--- config.mk ---
export PLATFORM = sky130hd
export DESIGN_NAME = hangman_guess_ctrl
export DESIGN_NICKNAME = d
export VERILOG_FILES = /design/src/rtl/hangman_pkg.sv /design/src/rtl/hangman_guess_ctrl_letter_match.sv /design/src/rtl/hangman_guess_ctrl.sv
export SDC_FILE = /design/constraint.sdc
export NUM_CORES = 1
export LEC_CHECK = 0
export ABC_AREA = 1
export CORE_AREA = 2 2 139 141
export DETAILED_ROUTE_END_ITERATION = 12
export DIE_AREA = 0 0 141 143
export SYNTH_ARGS = -nofsm -noshare
export SYNTH_HDL_FRONTEND = slang
export SYNTH_SLANG_ARGS = --single-unit
--- constraint.sdc ---
create_clock -name clk -period 2.4 [get_ports clk]
set_clock_uncertainty 0.05 [all_clocks]
set_input_delay 0.48 -clock clk [delete_from_list [all_inputs] [get_ports clk]]
set_output_delay 0.48 -clock clk [all_outputs]
set_load 0.01 [all_outputs]
--- src/rtl/hangman_pkg.sv ---
// -----------------------------------------------------------------------------
// hangman_pkg
// Shared types and constants for the hangman guess controller.
//   ctrl_state_t   : controller FSM states
//   guess_result_t : classification of one guessed byte
//   ASCII_A/Z      : bounds of the valid (uppercase) guess range
// -----------------------------------------------------------------------------
`timescale 1ns/1ps
package hangman_pkg;

   typedef enum logic [2:0] {
      IDLE,
      WAIT_GUESS,
      CHECK,
      SHOW,
      WIN,
      LOSE
   } ctrl_state_t;

   typedef enum logic [1:0] {
      INVALID,
      REPEAT,
      CORRECT,
      WRONG
   } guess_result_t;

   localparam logic [7:0] ASCII_A = 8'h41;
   localparam logic [7:0] ASCII_Z = 8'h5A;

   // True when the byte is an uppercase ASCII letter.
   function automatic logic is_upper(input logic [7:0] b);
      return (b >= ASCII_A) && (b <= ASCII_Z);
   endfunction

endpackage

--- src/rtl/hangman_guess_ctrl_letter_match.sv ---
// -----------------------------------------------------------------------------
// letter_match
// Combinational compare of one byte against every position of the word.
//   letter : byte to look for
//   word   : WORD_LEN bytes, position 0 in the most significant byte
//   hit    : bit i set when position i equals letter
// -----------------------------------------------------------------------------
`timescale 1ns/1ps
module letter_match #(
   parameter int WORD_LEN = 5
) (
   input  logic [7:0]            letter,
   input  logic [8*WORD_LEN-1:0] word,
   output logic [WORD_LEN-1:0]   hit
);

   genvar gi;
   generate
      for (gi = 0; gi < WORD_LEN; gi++) begin : g_pos
         assign hit[gi] = (word[8*WORD_LEN-1-8*gi -: 8] == letter);
      end
   endgenerate

endmodule

--- src/rtl/hangman_guess_ctrl.sv ---
// -----------------------------------------------------------------------------
// hangman_guess_ctrl
// Scores UART guess bytes against a latched secret word, tracks revealed
// positions, wrong and repeated guesses, drives the status LEDs and the
// win/lose result, and pulses disp_update whenever the LCD rows must refresh.
//
// Ports:
//   clk, nRst          : clock, asynchronous active-low reset
//   msg, ready         : guess byte and its valid level (rising edge = guess)
//   set_word           : secret word, position 0 in the top byte
//   toggle_state       : start a game (IDLE only)
//   game_end           : return to IDLE from any other state
//   found_mask         : revealed positions
//   wrong_cnt          : wrong guesses so far
//   red/green/blue     : status LEDs (wrong / correct / repeat)
//   err_LED            : non-letter guess
//   win, lose          : game result levels
//   disp_update        : one-cycle LCD refresh request
//   busy               : guess in progress (CHECK or SHOW)
//
// Build option: define LOWERCASE_FOLD_EN to accept 'a'..'z' as 'A'..'Z'.
// -----------------------------------------------------------------------------
`timescale 1ns/1ps
module hangman_guess_ctrl
   import hangman_pkg::*;
#(
   parameter int WORD_LEN  = 5,
   parameter int MAX_WRONG = 6,
   parameter int LED_HOLD  = 1000
) (
   input  logic                  clk,
   input  logic                  nRst,
   input  logic [7:0]            msg,
   input  logic                  ready,
   input  logic [8*WORD_LEN-1:0] set_word,
   input  logic                  toggle_state,
   input  logic                  game_end,
   output logic [WORD_LEN-1:0]   found_mask,
   output logic [2:0]            wrong_cnt,
   output logic                  red,
   output logic                  green,
   output logic                  blue,
   output logic                  err_LED,
   output logic                  win,
   output logic                  lose,
   output logic                  disp_update,
   output logic                  busy
);

   localparam int HOLD_W = (LED_HOLD > 1) ? $clog2(LED_HOLD) : 1;

   ctrl_state_t           state_reg, state_next;
   logic [8*WORD_LEN-1:0] word_reg, word_next;
   logic [7:0]            guess_reg, guess_next;
   logic                  ready_q;
   logic [25:0]           used_reg, used_next;
   logic [WORD_LEN-1:0]   found_reg, found_next;
   logic [2:0]            wrong_reg, wrong_next;
   logic                  red_reg, red_next;
   logic                  green_reg, green_next;
   logic                  blue_reg, blue_next;
   logic                  err_reg, err_next;
   logic                  win_reg, win_next;
   logic                  lose_reg, lose_next;
   logic                  disp_reg, disp_next;
   logic                  busy_reg, busy_next;
   logic [HOLD_W-1:0]     hold_reg, hold_next;

   logic                  guess_evt;
   logic [7:0]            guess_fold;
   logic [4:0]            guess_idx;
   logic [WORD_LEN-1:0]   hit;
   guess_result_t         guess_res;

   // Only the rising edge of ready is a guess; a held level is one guess.
   assign guess_evt = ready && !ready_q;

   letter_match #(.WORD_LEN(WORD_LEN)) u_match (
      .letter (guess_fold),
      .word   (word_reg),
      .hit    (hit)
   );

   // Classification of the latched guess byte.
   always_comb begin
      guess_fold = guess_reg;
`ifdef LOWERCASE_FOLD_EN
      if (guess_reg >= 8'h61 && guess_reg <= 8'h7A)
         guess_fold = guess_reg - 8'h20;
`else
      // Lowercase stays outside A-Z and classifies as invalid.
`endif
      guess_idx = 5'(guess_fold - ASCII_A);
      if (!is_upper(guess_fold))
         guess_res = INVALID;
      else if (used_reg[guess_idx])
         guess_res = REPEAT;
      else if (|hit)
         guess_res = CORRECT;
      else
         guess_res = WRONG;
   end

   always_comb begin
      state_next = state_reg;
      word_next  = word_reg;
      guess_next = guess_reg;
      used_next  = used_reg;
      found_next = found_reg;
      wrong_next = wrong_reg;
      red_next   = red_reg;
      green_next = green_reg;
      blue_next  = blue_reg;
      err_next   = err_reg;
      win_next   = win_reg;
      lose_next  = lose_reg;
      disp_next  = 1'b0;
      hold_next  = hold_reg;

      case (state_reg)
         IDLE: begin
            if (toggle_state) begin
               word_next  = set_word;
               found_next = '0;
               wrong_next = '0;
               used_next  = '0;
               disp_next  = 1'b1;
               state_next = WAIT_GUESS;
            end
         end
         WAIT_GUESS: begin
            if (guess_evt) begin
               guess_next = msg;
               state_next = CHECK;
            end
         end
         CHECK: begin
            red_next   = 1'b0;
            green_next = 1'b0;
            blue_next  = 1'b0;
            err_next   = 1'b0;
            case (guess_res)
               INVALID: err_next = 1'b1;
               REPEAT:  blue_next = 1'b1;
               CORRECT: begin
                  found_next = found_reg | hit;
                  green_next = 1'b1;
               end
               default: begin
                  wrong_next = wrong_reg + 3'd1;
                  red_next   = 1'b1;
               end
            endcase
            if (guess_res != INVALID)
               used_next[guess_idx] = 1'b1;
            disp_next  = 1'b1;
            hold_next  = '0;
            state_next = SHOW;
         end
         SHOW: begin
            if (hold_reg == HOLD_W'(LED_HOLD - 1)) begin
               red_next   = 1'b0;
               green_next = 1'b0;
               blue_next  = 1'b0;
               err_next   = 1'b0;
               if (&found_reg) begin
                  win_next   = 1'b1;
                  green_next = 1'b1;
                  state_next = WIN;
               end else if (wrong_reg == 3'(MAX_WRONG)) begin
                  lose_next  = 1'b1;
                  red_next   = 1'b1;
                  state_next = LOSE;
               end else begin
                  state_next = WAIT_GUESS;
               end
            end else begin
               hold_next = hold_reg + HOLD_W'(1);
            end
         end
         WIN, LOSE: ;
         default: state_next = IDLE;
      endcase

      // game_end overrides everything; the word state is kept for display.
      if (game_end && state_reg != IDLE) begin
         state_next = IDLE;
         red_next   = 1'b0;
         green_next = 1'b0;
         blue_next  = 1'b0;
         err_next   = 1'b0;
         win_next   = 1'b0;
         lose_next  = 1'b0;
         disp_next  = 1'b0;
      end

      busy_next = (state_next == CHECK) || (state_next == SHOW);
   end

   always_ff @(posedge clk or negedge nRst) begin
      if (!nRst) begin
         state_reg <= IDLE;
         word_reg  <= '0;
         guess_reg <= '0;
         ready_q   <= 1'b0;
         used_reg  <= '0;
         found_reg <= '0;
         wrong_reg <= '0;
         red_reg   <= 1'b0;
         green_reg <= 1'b0;
         blue_reg  <= 1'b0;
         err_reg   <= 1'b0;
         win_reg   <= 1'b0;
         lose_reg  <= 1'b0;
         disp_reg  <= 1'b0;
         busy_reg  <= 1'b0;
         hold_reg  <= '0;
      end else begin
         state_reg <= state_next;
         word_reg  <= word_next;
         guess_reg <= guess_next;
         ready_q   <= ready;
         used_reg  <= used_next;
         found_reg <= found_next;
         wrong_reg <= wrong_next;
         red_reg   <= red_next;
         green_reg <= green_next;
         blue_reg  <= blue_next;
         err_reg   <= err_next;
         win_reg   <= win_next;
         lose_reg  <= lose_next;
         disp_reg  <= disp_next;
         busy_reg  <= busy_next;
         hold_reg  <= hold_next;
      end
   end

   assign found_mask  = found_reg;
   assign wrong_cnt   = wrong_reg;
   assign red         = red_reg;
   assign green       = green_reg;
   assign blue        = blue_reg;
   assign err_LED     = err_reg;
   assign win         = win_reg;
   assign lose        = lose_reg;
   assign disp_update = disp_reg;
   assign busy        = busy_reg;

endmodule

==> run metrics, run 1 <==
Worst-Skew Late Latency approximately 0.35 ns; slowest cell on the critical path sky130_fd_sc_hd__dfrtp_1; HPWL after detailed placement 10100 um; final non-filler cell total roughly 1000; Antenna Nets Post-Route 0; fraction of met3 tracks used by global routing 1.91%; transition time of the tightest slew-check pin 0.626 ns; number of DRC markers in iteration 0 between 200 and 300; die boundary height approximately 140 um; Finish-stage setup viols 0; combined area of all synthesized cells approximately 0.0055 mm^2; number of buffers added on ports 68; Via Count 4671; core footprint about 0.019 mm^2; Setup TNS Final 0 ns; Max Root-Sink Buffers 2; Total Nets Final 856; share of the yosys chip area belonging to registers 47.0%; cell at the root of the clock tree sky130_fd_sc_hd__clkbuf_16; overall die width between 100 and 150 um; relative max-transition margin 58.3%; max-slew violation count 0; worst stage delay on the critical path between 0.7 and 0.8 ns; initial standard-cell utilization of the core about 30%; maximum level of the CTS H-tree 3; cell count after synthesis 726; total power 7.16 mW; Overall Global Routing Usage 14.5%; number of endpoints with negative hold slack in the final report 0; power density over the cells around 1100 mW/mm^2; Startpoint Class flop; Max Cap Viol 0; maximum number of pins on one net before global-route repair 62; Clock Sinks about 100; clock-pin slew reported for the worst setup and hold paths after clock tree synthesis about 0.070 ns; number of flip-flops in the largest register 40; CTS tree done; critical setup path kind flop to flop; routed vias/inst ~4.5; ordered cell list for the critical path nor2_2, nand2_1, nand2_1, nand2_1, inv_1, nand3_1, nand2_2, a21oi_4, nand4_2, nand2_2, nand2_1, nand2_1; antenna violations before repair 0; global-route wire length before repair roughly 23000 um; worst ir drop on vdd 0.378 mV; post-cts repair resize count 0; sort of element at the end of the critical path flop; highest fanout seen on the critical path 10; CTS Buf Count 9; clock period minus worst slack 2.13 ns; Die Outline Area 0.0202 mm^2; fill cell total of the finished layout 1927; cell mode on critical path sky130_fd_sc_hd__nand2_1; IO Count 69; mean cell area of the mapped netlist between 7 and 8 um^2; remaining routing DRC violations 0; total iterations of the first detailed-routing run 4; synth unique cells 35; hold slack final 0.0701 ns; least setup slack across all paths after layout between 0.2 and 0.3 ns; data required time of the critical path about 2.6 ns; placed instance count 1016; data arrival time of the critical path 2.37 ns; static power due to leakage 3.25 nW; # hold bufs at CTS 0; drt wl/cell 13.4 um; total of flip-flops plus latches after synthesis around 100; number of post-CTS setup repair buffers 0; Post-Route WL around 14000 um; aggregate global routing overflow 0; GR Util met2 roughly a quarter; busiest grt layer met2; Std-Cell Rows 50; result of the run finished, final reports clean; count of synthesis-stage warnings from yosys 0; global routing usage on met1 between 10% and 20%; share of post-route cells with drive strength above 1 about 6.1%; share of the cycle needed by the critical path after routing 88.9%; unrepaired setup endpoints after global routing false; Antenna diodes 0; number of global-route vias before repair 4664; top achievable clock speed ~470 MHz; final estimated routing congestion in global placement slightly above 0.8; Hold Path Class primary input to async pin; Layout area overhead 22.5%; setup slack after placement 0.305 ns; syn_nets just under 800
-- layout make-up --
| type | count | area (um^2) | share of cell area [%] |
|---|---|---|---|
| Clock buffer | 12 | 236 | 3.49 |
| Clock inverter | 4 | 45.0 | 0.665 |
| Inverter | 89 | 337 | 4.97 |
| Multi-Input combinational cell | 508 | 2460 | 36.3 |
| Sequential cell | 104 | 2600 | 38.4 |
| Tap cell | 234 | 293 | 4.32 |
| Timing Repair Buffer | 81 | 801 | 11.8 |
-- logic make-up (layout without fill, tap and decap cells) --
family          Yosys count  count (layout)  share of synthesized area (%)
simple gates            387             387                           29.4
fa+ha+maj                10              10                           2.26
buf+inv                 114             186                           8.46
flops                   104             104                           47.0
xor+xnor                 31              31                           5.18
compound gates           80              80                           7.71
-- per-layer routing --
layer	wire length, um	share of wire (%)	up-vias
met2	6620	48	98
li1	-	-	2396
met5	0	0	-
met4	255	1.8	0
met1	6520	47	2161
met3	433	3.1	16
-- cells in the final DEF (no fill, tap or decap), types with 3 or more instances in the layout --
master / netlist / layout
sky130_fd_sc_hd__clkbuf_1: 9 / 3
sky130_fd_sc_hd__xor2_1: 10 / 10
sky130_fd_sc_hd__o21ai_0: 21 / 21
sky130_fd_sc_hd__ha_1: 10 / 10
sky130_fd_sc_hd__nor2_2: 5 / 5
sky130_fd_sc_hd__clkbuf_16: 0 / 9
sky130_fd_sc_hd__buf_4: 2 / 12
sky130_fd_sc_hd__nand2_1: 239 / 239
sky130_fd_sc_hd__clkinv_2: 0 / 3
sky130_fd_sc_hd__xnor2_1: 19 / 19
sky130_fd_sc_hd__nand2_2: 5 / 5
sky130_fd_sc_hd__nand4_1: 5 / 5
sky130_fd_sc_hd__nor3_1: 8 / 8
sky130_fd_sc_hd__a21oi_1: 51 / 51
sky130_fd_sc_hd__clkdlybuf4s50_1: 0 / 67
sky130_fd_sc_hd__inv_1: 87 / 86
sky130_fd_sc_hd__nor2_1: 57 / 57
sky130_fd_sc_hd__nand3_1: 60 / 60
sky130_fd_sc_hd__dfrtp_1: 104 / 104
-- critical path: cells and delay by family (launching register included) --
family | cells | cell delay, ns
AND/OR/NAND/NOR | 10 | 1.00
flip-flops | 1 | 0.74
AO/OA/AOI/OAI | 1 | 0.17
buffers and inverters | 1 | 0.11
-- power breakdown --
| group | total, mW | internal, mW | switching [mW] |
|---|---|---|---|
| logic | 3.06 | 1.16 | 1.90 |
| clock network | 1.45 | 0.805 | 0.643 |
| registers | 2.66 | 2.22 | 0.431 |
| total | 7.16 | 4.19 | 2.98 |
-- per-stage QoR --
step	cell area, um^2	util, %
after floorplan	5530	-
after global placement	6500	35.0
after detailed placement	6500	35.0
after CTS	6780	36.5
after global routing	6780	36.5
final	6780	36.5
-- worst paths after layout --
path | start | end | slack (ns) | depth (start not counted)
max | guess_fold[2] | wrong_cnt[0] | 0.27 | 12
min | nRst | word_reg[16] | 0.07 | 2
min reg2reg | word_reg[7] | word_reg[7] | 0.45 | 2
max in group asynchronous | nRst | hold_reg[4] | 1.72 | 2
max reg2reg | guess_fold[2] | wrong_cnt[0] | 0.27 | 12
min in group clk | word_reg[7] | word_reg[7] | 0.45 | 2
-- synthesized netlist by cell type --
cell type / instances / area (um^2)
sky130_fd_sc_hd__a2111oi_0: 1 / 8.76
sky130_fd_sc_hd__a21oi_1: 51 / 255
sky130_fd_sc_hd__nor2_2: 5 / 31.3
sky130_fd_sc_hd__xor2_1: 10 / 87.6
sky130_fd_sc_hd__nand4_2: 2 / 25.0
sky130_fd_sc_hd__xnor2_1: 19 / 166
sky130_fd_sc_hd__buf_6: 2 / 22.5
sky130_fd_sc_hd__nand2_2: 5 / 31.3
sky130_fd_sc_hd__dfrtp_1: 104 / 2600
sky130_fd_sc_hd__clkbuf_2: 1 / 5.00
sky130_fd_sc_hd__nor3_1: 8 / 40.0
sky130_fd_sc_hd__nor2_1: 57 / 214
sky130_fd_sc_hd__buf_4: 2 / 15.0
sky130_fd_sc_hd__clkbuf_1: 9 / 33.8
sky130_fd_sc_hd__o31ai_1: 2 / 15.0
sky130_fd_sc_hd__a21oi_4: 1 / 16.3
sky130_fd_sc_hd__nand2_1: 239 / 897
sky130_fd_sc_hd__o21ai_1: 1 / 5.00
sky130_fd_sc_hd__ha_1: 10 / 125
sky130_fd_sc_hd__nor4_1: 1 / 6.26
sky130_fd_sc_hd__buf_2: 11 / 55.1
sky130_fd_sc_hd__inv_4: 1 / 6.26
sky130_fd_sc_hd__o22ai_1: 1 / 6.26
sky130_fd_sc_hd__xnor2_2: 1 / 16.3
sky130_fd_sc_hd__inv_2: 1 / 3.75
sky130_fd_sc_hd__inv_1: 87 / 327
sky130_fd_sc_hd__a2bb2oi_1: 1 / 8.76
sky130_fd_sc_hd__nor3_2: 2 / 20.0
sky130_fd_sc_hd__nand4_1: 5 / 31.3
sky130_fd_sc_hd__or3_1: 1 / 6.26
sky130_fd_sc_hd__a31oi_1: 1 / 6.26
sky130_fd_sc_hd__xor2_2: 1 / 16.3
sky130_fd_sc_hd__o21ai_0: 21 / 105
sky130_fd_sc_hd__nand3_1: 60 / 300
sky130_fd_sc_hd__nor2_4: 2 / 22.5
Note: power is estimated with default switching activity, not from simulation.
==> run 2, diff against run 1 <==
--- a/config.mk
+++ b/config.mk
@@ -6,9 +6,11 @@
 export NUM_CORES = 1
 export LEC_CHECK = 0
 export ABC_AREA = 1
-export CORE_AREA = 2 2 139 141
+export CORE_AREA = 2 2 142 144
 export DETAILED_ROUTE_END_ITERATION = 12
-export DIE_AREA = 0 0 141 143
+export DIE_AREA = 0 0 144 146
+export HOLD_SLACK_MARGIN = 0.15
 export SYNTH_ARGS = -nofsm -noshare
 export SYNTH_HDL_FRONTEND = slang
+export SYNTH_HIERARCHICAL = 1
 export SYNTH_SLANG_ARGS = --single-unit
==> run metrics, run 2 <==
static power due to leakage 3.69 nW (+14%); syn_nets 876 (+11%); Max Cap Viol 0 (unchanged); Via Count 5062 (+8.4%); power density over the cells 1060 mW/mm^2 (-0.11%); total area of multi-input combinational cells 0.00263 mm^2 (+6.8%); number of DRC markers in iteration 0 299 (+10%); antenna violations before repair 0 (unchanged); clock-pin slew reported for the worst setup and hold paths after clock tree synthesis 0.07 ns (about the same); CTS Buf Count 9 (unchanged); total of flip-flops plus latches after synthesis 104 (unchanged); leading area contributor after synthesis sky130_fd_sc_hd__dfrtp_1; sequential standard cell area 0.00260 mm^2 (unchanged); initial standard-cell utilization of the core 29.8% (about the same); post-cts repair resize count 0 (unchanged); Std-Cell Rows 51 (+2.0%); die boundary height 146 um (+2.1%); total iterations of the first detailed-routing run 4 (unchanged); core footprint 0.0193 mm^2 (+4.1%); commonest cells after routing, fill and taps aside 350 x sky130_fd_sc_hd__nand2_1, 104 x sky130_fd_sc_hd__dfrtp_1, 101 x sky130_fd_sc_hd__inv_1; leading cell types by total area after synthesis sky130_fd_sc_hd__dfrtp_1 45%, sky130_fd_sc_hd__nand2_1 23%, sky130_fd_sc_hd__inv_1 6.6%, sky130_fd_sc_hd__nor2_1 4.6%, sky130_fd_sc_hd__a21oi_1 3.8%; Startpoint Class flop; number of global-route vias before repair 4904 (+5.1%); sort of element at the end of the critical path flop; max-slew violation count 0 (unchanged); setup slack after placement 0.269 ns (-0.0356 ns); Clock Sinks 104 (unchanged); clock period minus worst slack 2.13 ns (+0.000365 ns); Max Root-Sink Buffers 2 (unchanged); most numerous cell in the Yosys netlist sky130_fd_sc_hd__nand2_1; Reg-to-Reg Start guess_fold[0]; final non-filler cell total 1159 (+12%); top layer reached by signal wires met4; Finish-stage setup viols 0 (unchanged); share of post-route cells with drive strength above 1 7.61% (+1.5 points); HPWL after detailed placement 10700 um (+6.1%); combined area of all synthesized cells 0.00576 mm^2 (+4.1%); number of flip-flops in the largest register 40 (unchanged); Die Outline Area 0.0210 mm^2 (+4.3%); commonest non-fill, non-tap cell in the layout sky130_fd_sc_hd__nand2_1; synth unique cells 38 (+8.6%); fill cell total of the finished layout 2030 (+5.3%); data required time of the critical path 2.59 ns (-0.05 ns); share of the cycle needed by the critical path after routing 88.9% (about the same); result of the run finished, final reports clean; placed instance count 1142 (+12%); share of the synthesized area in the top cell type 45.2% (-1.9 points); global-route wire length before repair 24100 um (+2.9%); critical setup path kind flop to flop; Antenna Nets Post-Route 0 (unchanged); cell count after synthesis 813 (+12%); Total Nets Final 952 (+11%); Overall Global Routing Usage 14.4% (-0.099 points); total power 7.55 mW (+5.4%); remaining routing DRC violations 0 (unchanged); count of synthesis-stage warnings from yosys 6 (+6); start point of the critical path guess_fold[0]; share of the yosys chip area belonging to registers 45.2% (-1.9 points); worst ir drop on vdd 0.443 mV (+17%); final estimated routing congestion in global placement 0.834 (+0.39%); met3 WL post-DR 629 um (+45%); top achievable clock speed 469 MHz (about the same); min-delay src err_LED; aggregate global routing overflow 0 (unchanged); cell at the root of the clock tree sky130_fd_sc_hd__clkbuf_16; maximum level of the CTS H-tree 3 (unchanged); Hold Path Class flop to flop; Setup TNS Final 0 ns (unchanged); maximum number of pins on one net before global-route repair 52 (-16%); Met2 Routed Length 6410 um (-3.2%); met1 wire length 7030 um (+7.8%); mean cell area of the mapped netlist 7.09 um^2 (-7.0%); transition time of the tightest slew-check pin 0.498 ns (-0.128 ns); Worst-Skew Late Latency 0.36 ns (about the same); unrepaired setup endpoints after global routing false; CTS tree done; relative max-transition margin 66.6% (+8.3 points); highest fanout seen on the critical path 8 (-2); number of buffers added on ports 68 (unchanged); least setup slack across all paths after layout 0.267 ns (-0.000365 ns); asr flop ratio synth 100% (unchanged); overall die width 144 um (+2.1%); IO Count 69 (unchanged); most frequent cells after synthesis 350 x sky130_fd_sc_hd__nand2_1, 104 x sky130_fd_sc_hd__dfrtp_1, 101 x sky130_fd_sc_hd__inv_1; data arrival time of the critical path 2.33 ns (-0.04 ns); number of flops mapped to enable cells by yosys 0 (unchanged); Post-Route WL 14300 um (+3.7%); number of endpoints with negative hold slack in the final report 0 (unchanged); Layout area overhead 24.1%; routed vias/inst 4.37 (-3.5%); Antenna diodes 0 (unchanged); top flip-flop cell by instance count after synthesis sky130_fd_sc_hd__dfrtp_1; drt wl/cell 12.4 um (-7.7%)
## run 2: cell count changes after synthesis, moves of 7 or more
cell                      before  now
sky130_fd_sc_hd__o21ai_0      21    4
sky130_fd_sc_hd__xnor2_1      19    2
sky130_fd_sc_hd__inv_2         1   13
sky130_fd_sc_hd__a21oi_1      51   44
sky130_fd_sc_hd__inv_1        87  101
sky130_fd_sc_hd__nand3_1      60   38
sky130_fd_sc_hd__xor2_1       10    3
sky130_fd_sc_hd__nand2_1     239  350
sky130_fd_sc_hd__nor2_1       57   71
## run 2: cells by family (layout without fill, tap and decap cells)
logic type,after synthesis,after routing,synth area share (%)
adder cells (fa/ha/maj),10,10,2.17
buffers and inverters,133,214,9.21
multiplexers,2,2,0.391
AO/OA/AOI/OAI,58,58,5.49
XOR/XNOR,5,5,0.760
AND/OR/NAND/NOR,501,501,36.8
flip-flops,104,104,45.2
## run 2: area by class of cell
cell class,count,area share (%)
clock buffers,12,3.73
clock inverters,4,1.03
inverters,117,6.18
multi-input cells,576,36.8
flip-flops and latches,104,36.4
well taps,265,4.64
repair buffers,81,11.2
## run 2: repair_timing
item / in CTS / in global routing
hold buffers: 1 / 0
hold endpoints to repair: 28 / 0
setup buffers: 0 / 0
## run 2: worst max-delay path: stages, from the launching register on
cell	delay (ns)
sky130_fd_sc_hd__dfrtp_1	0.36
sky130_fd_sc_hd__inv_2	0.04
sky130_fd_sc_hd__ha_1	0.40
sky130_fd_sc_hd__inv_1	0.24
sky130_fd_sc_hd__nand2_1	0.09
sky130_fd_sc_hd__nand3_1	0.07
sky130_fd_sc_hd__nand2_1	0.05
sky130_fd_sc_hd__nand3_1	0.07
sky130_fd_sc_hd__nand2_2	0.06
sky130_fd_sc_hd__nor2_4	0.12
sky130_fd_sc_hd__nand4_1	0.15
sky130_fd_sc_hd__nand2_2	0.14
sky130_fd_sc_hd__nand2_2	0.07
sky130_fd_sc_hd__nand2_1	0.06
sky130_fd_sc_hd__nand2_1	0.06
## run 2: path summary, 6_finish.rpt
path / cells past startpoint / slack, ns / end
max in group asynchronous: 3 / 1.04 / word_reg[22]
min in group asynchronous: 2 / 0.56 / used_reg[14]
worst min-delay path: 2 / 0.45 / err_LED
worst min register to register: 2 / 0.45 / err_LED
worst max register to register: 14 / 0.27 / found_mask[2]
worst max-delay path: 14 / 0.27 / found_mask[2]
## run 2: through the flow
step           util (%)  area, um^2  hold slack (ns)
5_1_grt            37.0        7150            0.478
2_1_floorplan         -        5760            0.134
4_1_cts            37.0        7150            0.454
6_report           37.0        7150            0.447
3_3_place_gp       35.2        6800            0.392
3_5_place_dp       35.2        6800            0.401
## run 2: report_power, final
group | internal [mW] | switching, mW
combinational | 1.13 | 2.04
clock | 1.00 | 0.670
sequential | 2.22 | 0.474
total | 4.36 | 3.19
## run 2: routing by layer
layer / track usage, % / vias up
met5: 0 / -
met4: 5.00 / 0
met3: 2.86 / 26
met2: 22.0 / 110
met1: 20.3 / 2303
li1: - / 2623
==> run 3, diff against run 2 <==
--- a/config.mk
+++ b/config.mk
@@ -9,7 +9,7 @@
 export CORE_AREA = 2 2 142 144
 export DETAILED_ROUTE_END_ITERATION = 12
 export DIE_AREA = 0 0 144 146
-export HOLD_SLACK_MARGIN = 0.15
+export HOLD_SLACK_MARGIN = 0.1
 export SYNTH_ARGS = -nofsm -noshare
 export SYNTH_HDL_FRONTEND = slang
 export SYNTH_HIERARCHICAL = 1
==> results of run 3 <==
Final layout, timing and power as in run 2 (identical DEF).
